`config.mk`:
```
export PLATFORM = sky130hd
export DESIGN_NAME = control_sequencer
export DESIGN_NICKNAME = d
export VERILOG_FILES = /design/src/rtl/control_sequencer_pkg.sv /design/src/rtl/ctrl_wait_timer.sv /design/src/rtl/control_sequencer.sv
export SDC_FILE = /design/constraint.sdc
export NUM_CORES = 1
export LEC_CHECK = 0
export BUFFER_PORTS_ARGS = -buffer_cell sky130_fd_sc_hd__buf_2
export CORE_ASPECT_RATIO = 0.9
export CORE_MARGIN = 2
export CORE_UTILIZATION = 49
export CTS_BUF_LIST = sky130_fd_sc_hd__clkbuf_4 sky130_fd_sc_hd__clkbuf_8
export DETAILED_ROUTE_END_ITERATION = 16
export GPL_TIMING_DRIVEN = 0
export PLACE_DENSITY = 0.95
export RECOVER_POWER = 25
export SLEW_MARGIN = 20
export SYNTH_ARGS = -nofsm -noshare
export SYNTH_HDL_FRONTEND = slang
export SYNTH_SLANG_ARGS = --single-unit
```
`constraint.sdc`:
```
create_clock -name clk -period 5.5 [get_ports clk]
set_clock_uncertainty 0.1 [all_clocks]
set_input_delay 0.55 -clock clk [delete_from_list [all_inputs] [get_ports clk]]
set_output_delay 0.55 -clock clk [all_outputs]
set_load 0.01 [all_outputs]
```
`src/rtl/control_sequencer_pkg.sv`:
```
// ----------------------------------------------------------------------------
// control_sequencer_pkg: opcodes, state encoding and control word.
// Rev 1.0
// ----------------------------------------------------------------------------
`default_nettype none

package control_sequencer_pkg;

   localparam logic [4:0] OP_LD   = 5'b00000;
   localparam logic [4:0] OP_LDI  = 5'b00001;
   localparam logic [4:0] OP_ST   = 5'b00010;
   localparam logic [4:0] OP_ADD  = 5'b00011;
   localparam logic [4:0] OP_SUB  = 5'b00100;
   localparam logic [4:0] OP_AND  = 5'b00101;
   localparam logic [4:0] OP_OR   = 5'b00110;
   localparam logic [4:0] OP_ROR  = 5'b00111;
   localparam logic [4:0] OP_ROL  = 5'b01000;
   localparam logic [4:0] OP_SHR  = 5'b01001;
   localparam logic [4:0] OP_SHRA = 5'b01010;
   localparam logic [4:0] OP_SHL  = 5'b01011;
   localparam logic [4:0] OP_ADDI = 5'b01100;
   localparam logic [4:0] OP_ANDI = 5'b01101;
   localparam logic [4:0] OP_ORI  = 5'b01110;
   localparam logic [4:0] OP_DIV  = 5'b01111;
   localparam logic [4:0] OP_MUL  = 5'b10000;
   localparam logic [4:0] OP_NEG  = 5'b10001;
   localparam logic [4:0] OP_NOT  = 5'b10010;
   localparam logic [4:0] OP_BRX  = 5'b10011;
   localparam logic [4:0] OP_JR   = 5'b10100;
   localparam logic [4:0] OP_JAL  = 5'b10101;
   localparam logic [4:0] OP_IN   = 5'b10110;
   localparam logic [4:0] OP_OUT  = 5'b10111;
   localparam logic [4:0] OP_MFLO = 5'b11000;
   localparam logic [4:0] OP_MFHI = 5'b11001;
   localparam logic [4:0] OP_NOP  = 5'b11010;
   localparam logic [4:0] OP_HALT = 5'b11011;

   typedef enum logic [3:0] {
      S_RESET = 4'd0, T0 = 4'd1, T1 = 4'd2, T2 = 4'd3, T3 = 4'd4,
      T4 = 4'd5, T5 = 4'd6, T6 = 4'd7, T7 = 4'd8, S_HALT = 4'd9
   } state_t;

   typedef struct packed {
      logic [4:0] opcode;
      logic PC_out, MDR_out, ZLow_out, ZHigh_out, HI_out, LO_out, C_out, In_port_out;
      logic Gra, Grb, Grc, R_in, R_out, BA_out, R15_in;
      logic MAR_enable, MDR_enable, PC_enable, IR_enable, Y_enable, Z_enable;
      logic HI_enable, LO_enable, con_enable, out_port_enable;
      logic IncPC, Read, RAM_write_enable;
   } ctrl_t;

   // Final execute step of each instruction; unlisted opcodes idle one cycle in T3.
   function automatic state_t last_step(input logic [4:0] op);
      case (op)
         OP_ADD, OP_SUB, OP_AND, OP_OR, OP_ROR, OP_ROL, OP_SHR, OP_SHRA, OP_SHL,
         OP_ADDI, OP_ANDI, OP_ORI, OP_LDI:  return T5;
         OP_NEG, OP_NOT, OP_JAL:            return T4;
         OP_MUL, OP_DIV, OP_BRX:            return T6;
         OP_LD, OP_ST:                      return T7;
         OP_NOP, OP_HALT:                   return T3;
         default:                           return T3;
      endcase
   endfunction

endpackage

`default_nettype wire

```
`src/rtl/ctrl_wait_timer.sv`:
```
// ----------------------------------------------------------------------------
// ctrl_wait_timer: reloadable down-counter that stretches memory-access states.
// Rev 1.0
// ----------------------------------------------------------------------------
`default_nettype none

module ctrl_wait_timer #(
   parameter int unsigned MEM_WAIT = 0
) (
   input  logic clk,
   input  logic clr,
   input  logic load,
   output logic done
);

   localparam int unsigned CW = (MEM_WAIT > 0) ? $clog2(MEM_WAIT + 1) : 1;
   localparam logic [CW-1:0] C_LOAD = CW'(MEM_WAIT);

   logic [CW-1:0] cnt_q, cnt_d;

   always_comb begin
      cnt_d = cnt_q;
      if (load) begin
         cnt_d = C_LOAD;
      end else if (cnt_q != '0) begin
         cnt_d = cnt_q - CW'(1);
      end
   end

   always_ff @(posedge clk or negedge clr) begin
      if (!clr) begin
         cnt_q <= C_LOAD;
      end else begin
         cnt_q <= cnt_d;
      end
   end

   assign done = (cnt_q == '0);

endmodule

`default_nettype wire

```
`src/rtl/control_sequencer.sv`:
```
// ----------------------------------------------------------------------------
// control_sequencer: hardwired Moore fetch/execute control unit for the Datapath.
// Rev 1.0
// ----------------------------------------------------------------------------
`default_nettype none

module control_sequencer
   import control_sequencer_pkg::*;
#(
   parameter int unsigned MEM_WAIT = 0
) (
   input  logic        clk,
   input  logic        clr,
   input  logic [31:0] IR,
   input  logic        CON_FF,
   input  logic        Stop,
   output logic        Run,
   output logic        PC_out, MDR_out, ZLow_out, ZHigh_out, HI_out, LO_out, C_out, In_port_out,
   output logic        Gra, Grb, Grc, R_in, R_out, BA_out, R15_in,
   output logic        MAR_enable, MDR_enable, PC_enable, IR_enable, Y_enable, Z_enable,
   output logic        HI_enable, LO_enable, con_enable, out_port_enable,
   output logic        IncPC, Read, RAM_write_enable,
   output logic [4:0]  opcode
);

   state_t     state_q, state_d;
   ctrl_t      c;
   logic [4:0] op;
   logic       mem_state, wait_done;
   logic       unused_ir;

   assign op        = IR[31:27];
   assign unused_ir = ^IR[26:0];

   always_comb begin
      c = '0;
      case (state_q)
         T0: begin c.PC_out = 1'b1; c.MAR_enable = 1'b1; c.IncPC = 1'b1; c.PC_enable = 1'b1; end
         T1: begin c.Read = 1'b1; c.MDR_enable = 1'b1; end
         T2: begin c.MDR_out = 1'b1; c.IR_enable = 1'b1; end
         T3: case (op)
            OP_ADD, OP_SUB, OP_AND, OP_OR, OP_ROR, OP_ROL, OP_SHR, OP_SHRA, OP_SHL,
            OP_ADDI, OP_ANDI, OP_ORI: begin c.Grb = 1'b1; c.R_out = 1'b1; c.Y_enable = 1'b1; end
            OP_NEG, OP_NOT: begin c.Grb = 1'b1; c.R_out = 1'b1; c.opcode = op; c.Z_enable = 1'b1; end
            OP_MUL, OP_DIV: begin c.Gra = 1'b1; c.R_out = 1'b1; c.Y_enable = 1'b1; end
            OP_LD, OP_LDI, OP_ST: begin c.Grb = 1'b1; c.BA_out = 1'b1; c.Y_enable = 1'b1; end
            OP_BRX: begin c.Gra = 1'b1; c.R_out = 1'b1; c.con_enable = 1'b1; end
            OP_JR:  begin c.Gra = 1'b1; c.R_out = 1'b1; c.PC_enable = 1'b1; end
            OP_JAL: begin c.PC_out = 1'b1; c.R15_in = 1'b1; end
            OP_IN:  begin c.In_port_out = 1'b1; c.Gra = 1'b1; c.R_in = 1'b1; end
            OP_OUT: begin c.Gra = 1'b1; c.R_out = 1'b1; c.out_port_enable = 1'b1; end
            OP_MFHI: begin c.HI_out = 1'b1; c.Gra = 1'b1; c.R_in = 1'b1; end
            OP_MFLO: begin c.LO_out = 1'b1; c.Gra = 1'b1; c.R_in = 1'b1; end
            default: ;
         endcase
         T4: case (op)
            OP_ADD, OP_SUB, OP_AND, OP_OR, OP_ROR, OP_ROL, OP_SHR, OP_SHRA, OP_SHL:
               begin c.Grc = 1'b1; c.R_out = 1'b1; c.opcode = op; c.Z_enable = 1'b1; end
            OP_ADDI, OP_ANDI, OP_ORI: begin
               c.C_out    = 1'b1;
               c.opcode   = (op == OP_ADDI) ? OP_ADD : (op == OP_ANDI) ? OP_AND : OP_OR;
               c.Z_enable = 1'b1;
            end
            OP_NEG, OP_NOT: begin c.ZLow_out = 1'b1; c.Gra = 1'b1; c.R_in = 1'b1; end
            OP_MUL, OP_DIV: begin c.Grb = 1'b1; c.R_out = 1'b1; c.opcode = op; c.Z_enable = 1'b1; end
            OP_LD, OP_LDI, OP_ST: begin c.C_out = 1'b1; c.opcode = OP_ADD; c.Z_enable = 1'b1; end
            OP_BRX: begin c.PC_out = 1'b1; c.Y_enable = 1'b1; end
            OP_JAL: begin c.Gra = 1'b1; c.R_out = 1'b1; c.PC_enable = 1'b1; end
            default: ;
         endcase
         T5: case (op)
            OP_ADD, OP_SUB, OP_AND, OP_OR, OP_ROR, OP_ROL, OP_SHR, OP_SHRA, OP_SHL,
            OP_ADDI, OP_ANDI, OP_ORI, OP_LDI: begin c.ZLow_out = 1'b1; c.Gra = 1'b1; c.R_in = 1'b1; end
            OP_MUL, OP_DIV: begin c.ZLow_out = 1'b1; c.LO_enable = 1'b1; end
            OP_LD, OP_ST:   begin c.ZLow_out = 1'b1; c.MAR_enable = 1'b1; end
            OP_BRX: begin c.C_out = 1'b1; c.opcode = OP_ADD; c.Z_enable = 1'b1; end
            default: ;
         endcase
         T6: case (op)
            OP_MUL, OP_DIV: begin c.ZHigh_out = 1'b1; c.HI_enable = 1'b1; end
            OP_LD:  begin c.Read = 1'b1; c.MDR_enable = 1'b1; end
            OP_ST:  begin c.Gra = 1'b1; c.R_out = 1'b1; c.MDR_enable = 1'b1; end
            OP_BRX: if (CON_FF) begin c.ZLow_out = 1'b1; c.PC_enable = 1'b1; end
            default: ;
         endcase
         T7: case (op)
            OP_LD: begin c.MDR_out = 1'b1; c.Gra = 1'b1; c.R_in = 1'b1; end
            OP_ST: c.RAM_write_enable = 1'b1;
            default: ;
         endcase
         default: ;
      endcase
   end

   // Memory-access states are recognised from their own decoded strobes.
   assign mem_state = c.Read | c.RAM_write_enable;

   ctrl_wait_timer #(.MEM_WAIT(MEM_WAIT)) u_wait_timer (
      .clk  (clk),
      .clr  (clr),
      .load (!mem_state || wait_done),
      .done (wait_done)
   );

   always_comb begin
      state_d = state_q;
      case (state_q)
         S_RESET: state_d = T0;
         S_HALT:  state_d = S_HALT;
         default: if (!mem_state || wait_done) begin
            if (state_q == last_step(op)) begin
               state_d = (Stop || op == OP_HALT) ? S_HALT : T0;
            end else begin
               state_d = state_t'(state_q + 4'd1);
            end
         end
      endcase
   end

   always_ff @(posedge clk or negedge clr) begin
      if (!clr) begin
         state_q <= S_RESET;
      end else begin
         state_q <= state_d;
      end
   end

   assign Run              = (state_q != S_RESET) && (state_q != S_HALT);
   assign opcode           = c.opcode;
   assign PC_out           = c.PC_out;
   assign MDR_out          = c.MDR_out;
   assign ZLow_out         = c.ZLow_out;
   assign ZHigh_out        = c.ZHigh_out;
   assign HI_out           = c.HI_out;
   assign LO_out           = c.LO_out;
   assign C_out            = c.C_out;
   assign In_port_out      = c.In_port_out;
   assign Gra              = c.Gra;
   assign Grb              = c.Grb;
   assign Grc              = c.Grc;
   assign R_in             = c.R_in;
   assign R_out            = c.R_out;
   assign BA_out           = c.BA_out;
   assign R15_in           = c.R15_in;
   assign MAR_enable       = c.MAR_enable;
   assign MDR_enable       = c.MDR_enable;
   assign PC_enable        = c.PC_enable;
   assign IR_enable        = c.IR_enable;
   assign Y_enable         = c.Y_enable;
   assign Z_enable         = c.Z_enable;
   assign HI_enable        = c.HI_enable;
   assign LO_enable        = c.LO_enable;
   assign con_enable       = c.con_enable;
   assign out_port_enable  = c.out_port_enable;
   assign IncPC            = c.IncPC;
   assign Read             = c.Read;
   assign RAM_write_enable = c.RAM_write_enable;

   a_one_bus_driver: assert property (@(posedge clk) disable iff (!clr)
      $onehot0({PC_out, MDR_out, ZLow_out, ZHigh_out, HI_out, LO_out, C_out, In_port_out, R_out, BA_out}));

endmodule

`default_nettype wire

```
### Word-level counts from Yosys, hierarchy flattened

Memories as Yosys holds them, arrays and structs flattened.
Cells that the tools add are included.

* register bits: 5
* bits in latches: 0
* RAM bits: 0
* ROM bits: 128
* input bits: 36
* output and inout bits: 34
* logic and storage cells: 132
* memories: 1

Memory list
* (no name shown): words 32, bits a word 4, rd ports 1, clocked after Yosys merged registers in 0, write ports 0, line control_sequencer_pkg.sv:54 `case (op)`

* add/sub/neg operators: 2
* $mul: 0
* div/mod/pow operators: 0
* $lt $le $gt $ge: 0
* equality and inequality tests: 37
* shifts and indexed selects: 0
* muxes and demuxes: 63
* bitwise operators: 2
* reductions and logical operators: 25

Operator list (number)
* == test 5 bit, second input constant: 11
* == test 5 x 4 -> 1 bit, second input constant: 8
* two-way mux 1 bit: 34
* OR reduction 17 bit: 2
* case mux 5 bit (3 select lines): 2
* == test 5 x 3 -> 1 bit, second input constant: 4
* two-way mux 4 bit: 5
* OR reduction 19 bit: 1
* == test 4 x 3 -> 1 bit, second input constant: 4
* case mux 1 bit (2 select lines): 7
* OR reduction 13 bit: 1
* case mux 1 bit (3 select lines): 4
* OR reduction 12 bit: 1
* OR reduction 3 bit: 4
* OR reduction 11 bit: 1
* == test 5 x 2 -> 1 bit, second input constant: 2
* two-way mux 2 bit: 5
* OR reduction 9 bit: 1
* == test 4 x 2 -> 1 bit, second input constant: 2
* == test 4 bit, second input constant: 2
* case mux 1 bit (4 select lines): 2
* case mux 4 bit (2 select lines): 1
* OR reduction 2 bit: 4
* OR reduction 8 bit: 1
* other kinds (19): 20

### Longest topological paths before layout

* depth in word-level cells: 12
* depth in mapped cells: 8
* gate-level depth less buffers: 7

### Cells and area by module

Synthesis repeated with hierarchy kept, for this count alone.

* cells, all modules: 177
* area, all modules: 1213.7 um2

By module, submodules not included
* control_sequencer: instances 1, cells an instance 175, area each 1202.4 um2, sequential area each 100.1 um2
* ctrl_wait_timer: instances 1, cells an instance 2, area each 11.3 um2, sequential area each 0.0 um2

### Worst setup path after synthesis

No wires, ideal clock.

* path type: input-to-output
* from: in IR[27]
* to: out Gra
* arrival time: 2006 ps
* data required time: 4850 ps
* setup slack: 2844 ps
* stages: 7
* path buffers: 0
* cell sequence: inv_1 ha_1 or4_1 a22oi_2 a311oi_1 a211oi_2 nand3_1

* cells in the longest elaborated chain, start to end: 4
* elaborated cells between the ends (all ways): 35
* classes of those cells: eq/ne: 25; mux: 6; reduce/logical: 4

Ends and longest elaborated chain
* start: declaration: line control_sequencer.sv:14 `input logic [31:0] IR,`
* == test 5 x 4 -> 1 bit (tied with other cells): line control_sequencer.sv:71 `T5: case (op)`
* OR reduction 13 bit (tied with other cells): line control_sequencer.sv:71
* two-way mux 1 bit, on equally long branches: line control_sequencer.sv:71, control_sequencer.sv:41, control_sequencer.sv:56
* case mux 1 bit (5 select lines) (*): line control_sequencer.sv:37 `case (state_q)`
* end: declaration: line control_sequencer.sv:19 `output logic Gra, Grb, Grc, R_in, R_out, BA_out, R15_in,`

Every way passes the cells marked *; elsewhere a longest branch is shown, timed or not.

### Worst setup path in the final report

* from: in IR[27]
* to: out R_in

* cells in the longest elaborated chain, start to end: 4
* elaborated cells between the ends (all ways): 27
* classes of those cells: eq/ne: 18; mux: 5; reduce/logical: 4

Ends and longest elaborated chain (line)
* == test 5 x 4 -> 1 bit (tied with other cells): control_sequencer.sv:71
* OR reduction 13 bit (tied with other cells): control_sequencer.sv:71
* two-way mux 1 bit, on equally long branches: control_sequencer.sv:71, control_sequencer.sv:41, control_sequencer.sv:56
* case mux 1 bit (4 select lines) (*): control_sequencer.sv:37
* end: declaration: control_sequencer.sv:19

Marks and branches as above.

==> run_results.csv <==
group,metric,value,unit
sta,setup_violations,0,
global_route,grt_max_degree,11,
place,numPortBuffers,41,
route,drc,0,
floorplanning,ioPinCount,70,
route,antenna_left,0,
clocking,htree_levels,1,
floorplanning,core_area,2400,um^2
yosys,synthTopCellsByArea,"dfrtp_1, ha_1, nand2_1, nor2_1, o21ai_0",
place,place_area,1450,um^2
yosys,syn_nets,226,
critical_path,crit_buf_inv,4,
sta,max_slew_margin,61.0,%
clocking,clkLatencyLatePin,0.23,ns
yosys,yosysTopAreaCell,"dfrtp_1",
clocking,postCtsSetupRepairBufs,0,
place,dp_hpwl,2740,um
sta,setup_ws,2.28,ns
critical_path,cp-end-kind,"output pin",
clocking,clkTransAtPathRegs,0.03,ns
yosys,ys_seq_area_share,8.27,%
critical_path,critical_path_class,"in2out",
pwr,p_leak,0.000736,uW
clocking,clock_sinks,4,
sta,finalCritPeriodShare,58.6,%
yosys,synth_top_flop_cell,"dfrtp_1",
floorplanning,die_h,51.1,um
yosys,synth.distinct_cells,57,
sta,tns,0,ns
sta,final.min_clock_period,3.22,ns
route,wire_per_inst,14.1,um
clocking,root_buffer,"clkbuf_4",
global_route,antenna_found_initial,0,
sta,rsz0062_at_grt,"false",
yosys,avgSynthCellArea,6.65,um^2
critical_path,worstRegToRegCells,8,
yosys,synth_warnings,0,
route,drt_wl_total,3570,um
final_layout,drive_above_1_share,27.9,%
final_layout,antenna_cells,0,
yosys,async_flop_share,100,%
yosys,synth_cells,182,
critical_path,slowest_stage,"nor3_1",
sta,timing.hold.ws,0.0411,ns
critical_path,path_cells,"clkbuf_1, inv_1, ha_1, buf_2, nor3_1, a2bb2oi_1, a311oi_1, a211oi_2, o21ai_1, buf_2",
clocking,clock_path_buffers,2,
pwr,p_per_area,267,nW/um^2
final_layout,final_common_cell,"buf_2",
route,first_pass_iters,5,
global_route,grtUsageTotal,24.9,%
yosys,synth_top_area_share,8.27,%
pwr,peakVddDrop,0.302,mV
sta,maxSlewViolCount,0,
final_layout,post-route-cell-area,1470,um^2
critical_path,critPathTopFamily,"compound AO/OA/AOI/OAI gates",
global_route,grt_pass1_vias,1336,
route,vias,1540,
critical_path,cp_max_fo,10,
clocking,cts_resized,0,
floorplanning,fp.dieW,56.4,um
worst_hold_path,hold_path.class,"in2async",
final_layout,reg_top3,"state_q: 4 flops",
yosys,ys_ff_latch,4,
clocking,postCtsHoldBufs,0,
final_layout,largest_reg_flops,4,
route,via_per_inst,6.06,
yosys,synth-edff-count,0,
final_layout,regMostFlops,"state_q",
run,maxCapViolCount,0,
place,routabilityCongestion,1.01,
final_layout,nNetsFinal,272,
floorplanning,initial_core_util,50.3,%
sta,worst_pin_slew,0.576,ns
yosys,syn_area,1210,um^2
global_route,grt_overflow,0,
clocking,cts_tree,"built",
critical_path,path_depth,10,
final_layout,area_delta_synth_final,21.4,%
final_layout,layout_common_cells,"buf_2, nand2_1, nor2_1, o21ai_0, nand3_1",
place,pre_cts_slack,2.44,ns
critical_path,worstPathArrival,2.57,ns
clocking,cts-buffers-inserted,3,
critical_path,cpMostUsedCell,"buf_2",
critical_path,cpPeakStageDelay,0.42,ns
floorplanning,rows,17,
run_status,outcome,"finished, final reports clean",
sta,fmax,310,MHz
floorplanning,die-area,2880,um^2
global_route,grt_pass1_wl,5840,um
critical_path,r2r_slack,3.51,ns
critical_path,critPathLaunchType,"input port",
route,drt-initial-drc-count,84,
critical_path,required,4.85,ns
sta,hold_viol_final,0,
## metrics by stage
step / utilization, % / power (uW) / cells
detailed placement: 60.3 / 353 / 251
CTS: 61.3 / 391 / 254
floorplan: - / 269 / 182
global placement: 60.3 / 350 / 251
finish: 61.1 / 392 / 254
global route: 61.1 / 431 / 254
## area by class of cell
type | instances | area, um^2
repair buffers | 41 | 201
fillers | 257 | 935
flip-flops and latches | 4 | 100
well taps | 28 | 35.0
plain buffers | 13 | 76.3
inverters | 9 | 33.8
clock buffers | 3 | 22.5
multi-input cells | 156 | 1000
## synthesized netlist by cell type, types with 2 or more instances
cell	count
nand3b_1	3
xnor2_1	3
clkbuf_1	3
nor3_1	5
or3_1	3
nand3_1	9
or2_2	3
ha_1	8
o211ai_1	3
buf_6	2
o2111ai_1	2
o21bai_1	2
o21ai_0	11
and3_1	5
nand4_1	3
inv_1	8
buf_2	7
a21o_1	2
and2_1	5
dfrtp_1	4
a21oi_1	7
o311ai_1	3
nand2b_1	3
nor2b_1	5
a21boi_0	3
a22oi_1	2
nand2_1	23
nor2_1	16
## path summary, 6_finish.rpt
check                      startpoint         end
hold reg to reg            state_q[0]  state_q[0]
setup reg to reg           state_q[0]  state_q[3]
setup / recovery               IR[27]        R_in
min in group clk           state_q[0]  state_q[0]
max in group asynchronous         clr  state_q[2]
hold / removal                    clr  state_q[0]
## kinds of logic after synthesis
group / synth area share, %
DFF: 8.27
buffers and inverters: 9.10
adders and majority gates: 8.27
AOI/OAI and AO/OA: 32.0
xor gates and xnor gates: 2.90
muxes: 0.827
and+or+nand+nor: 38.7
## power by group
part           total, uW  switching (uW)  internal [uW]  leakage (uW)
Clock               34.8            10.5           24.3     0.0000138
Sequential          67.0            21.9           45.0     0.0000485
Combinational        290             177            114      0.000673
## metal layers
| metal | wire (um) | GRT usage [%] | up-vias |
|---|---|---|---|
| met5 | 0 | 0 | - |
| met4 | 18 | 6.75 | 0 |
| met2 | 1760 | 43.3 | 68 |
| li1 | - | - | 752 |
| met1 | 1550 | 33.9 | 716 |
| met3 | 241 | 0.759 | 4 |
Note: power is estimated with default switching activity, not from simulation.
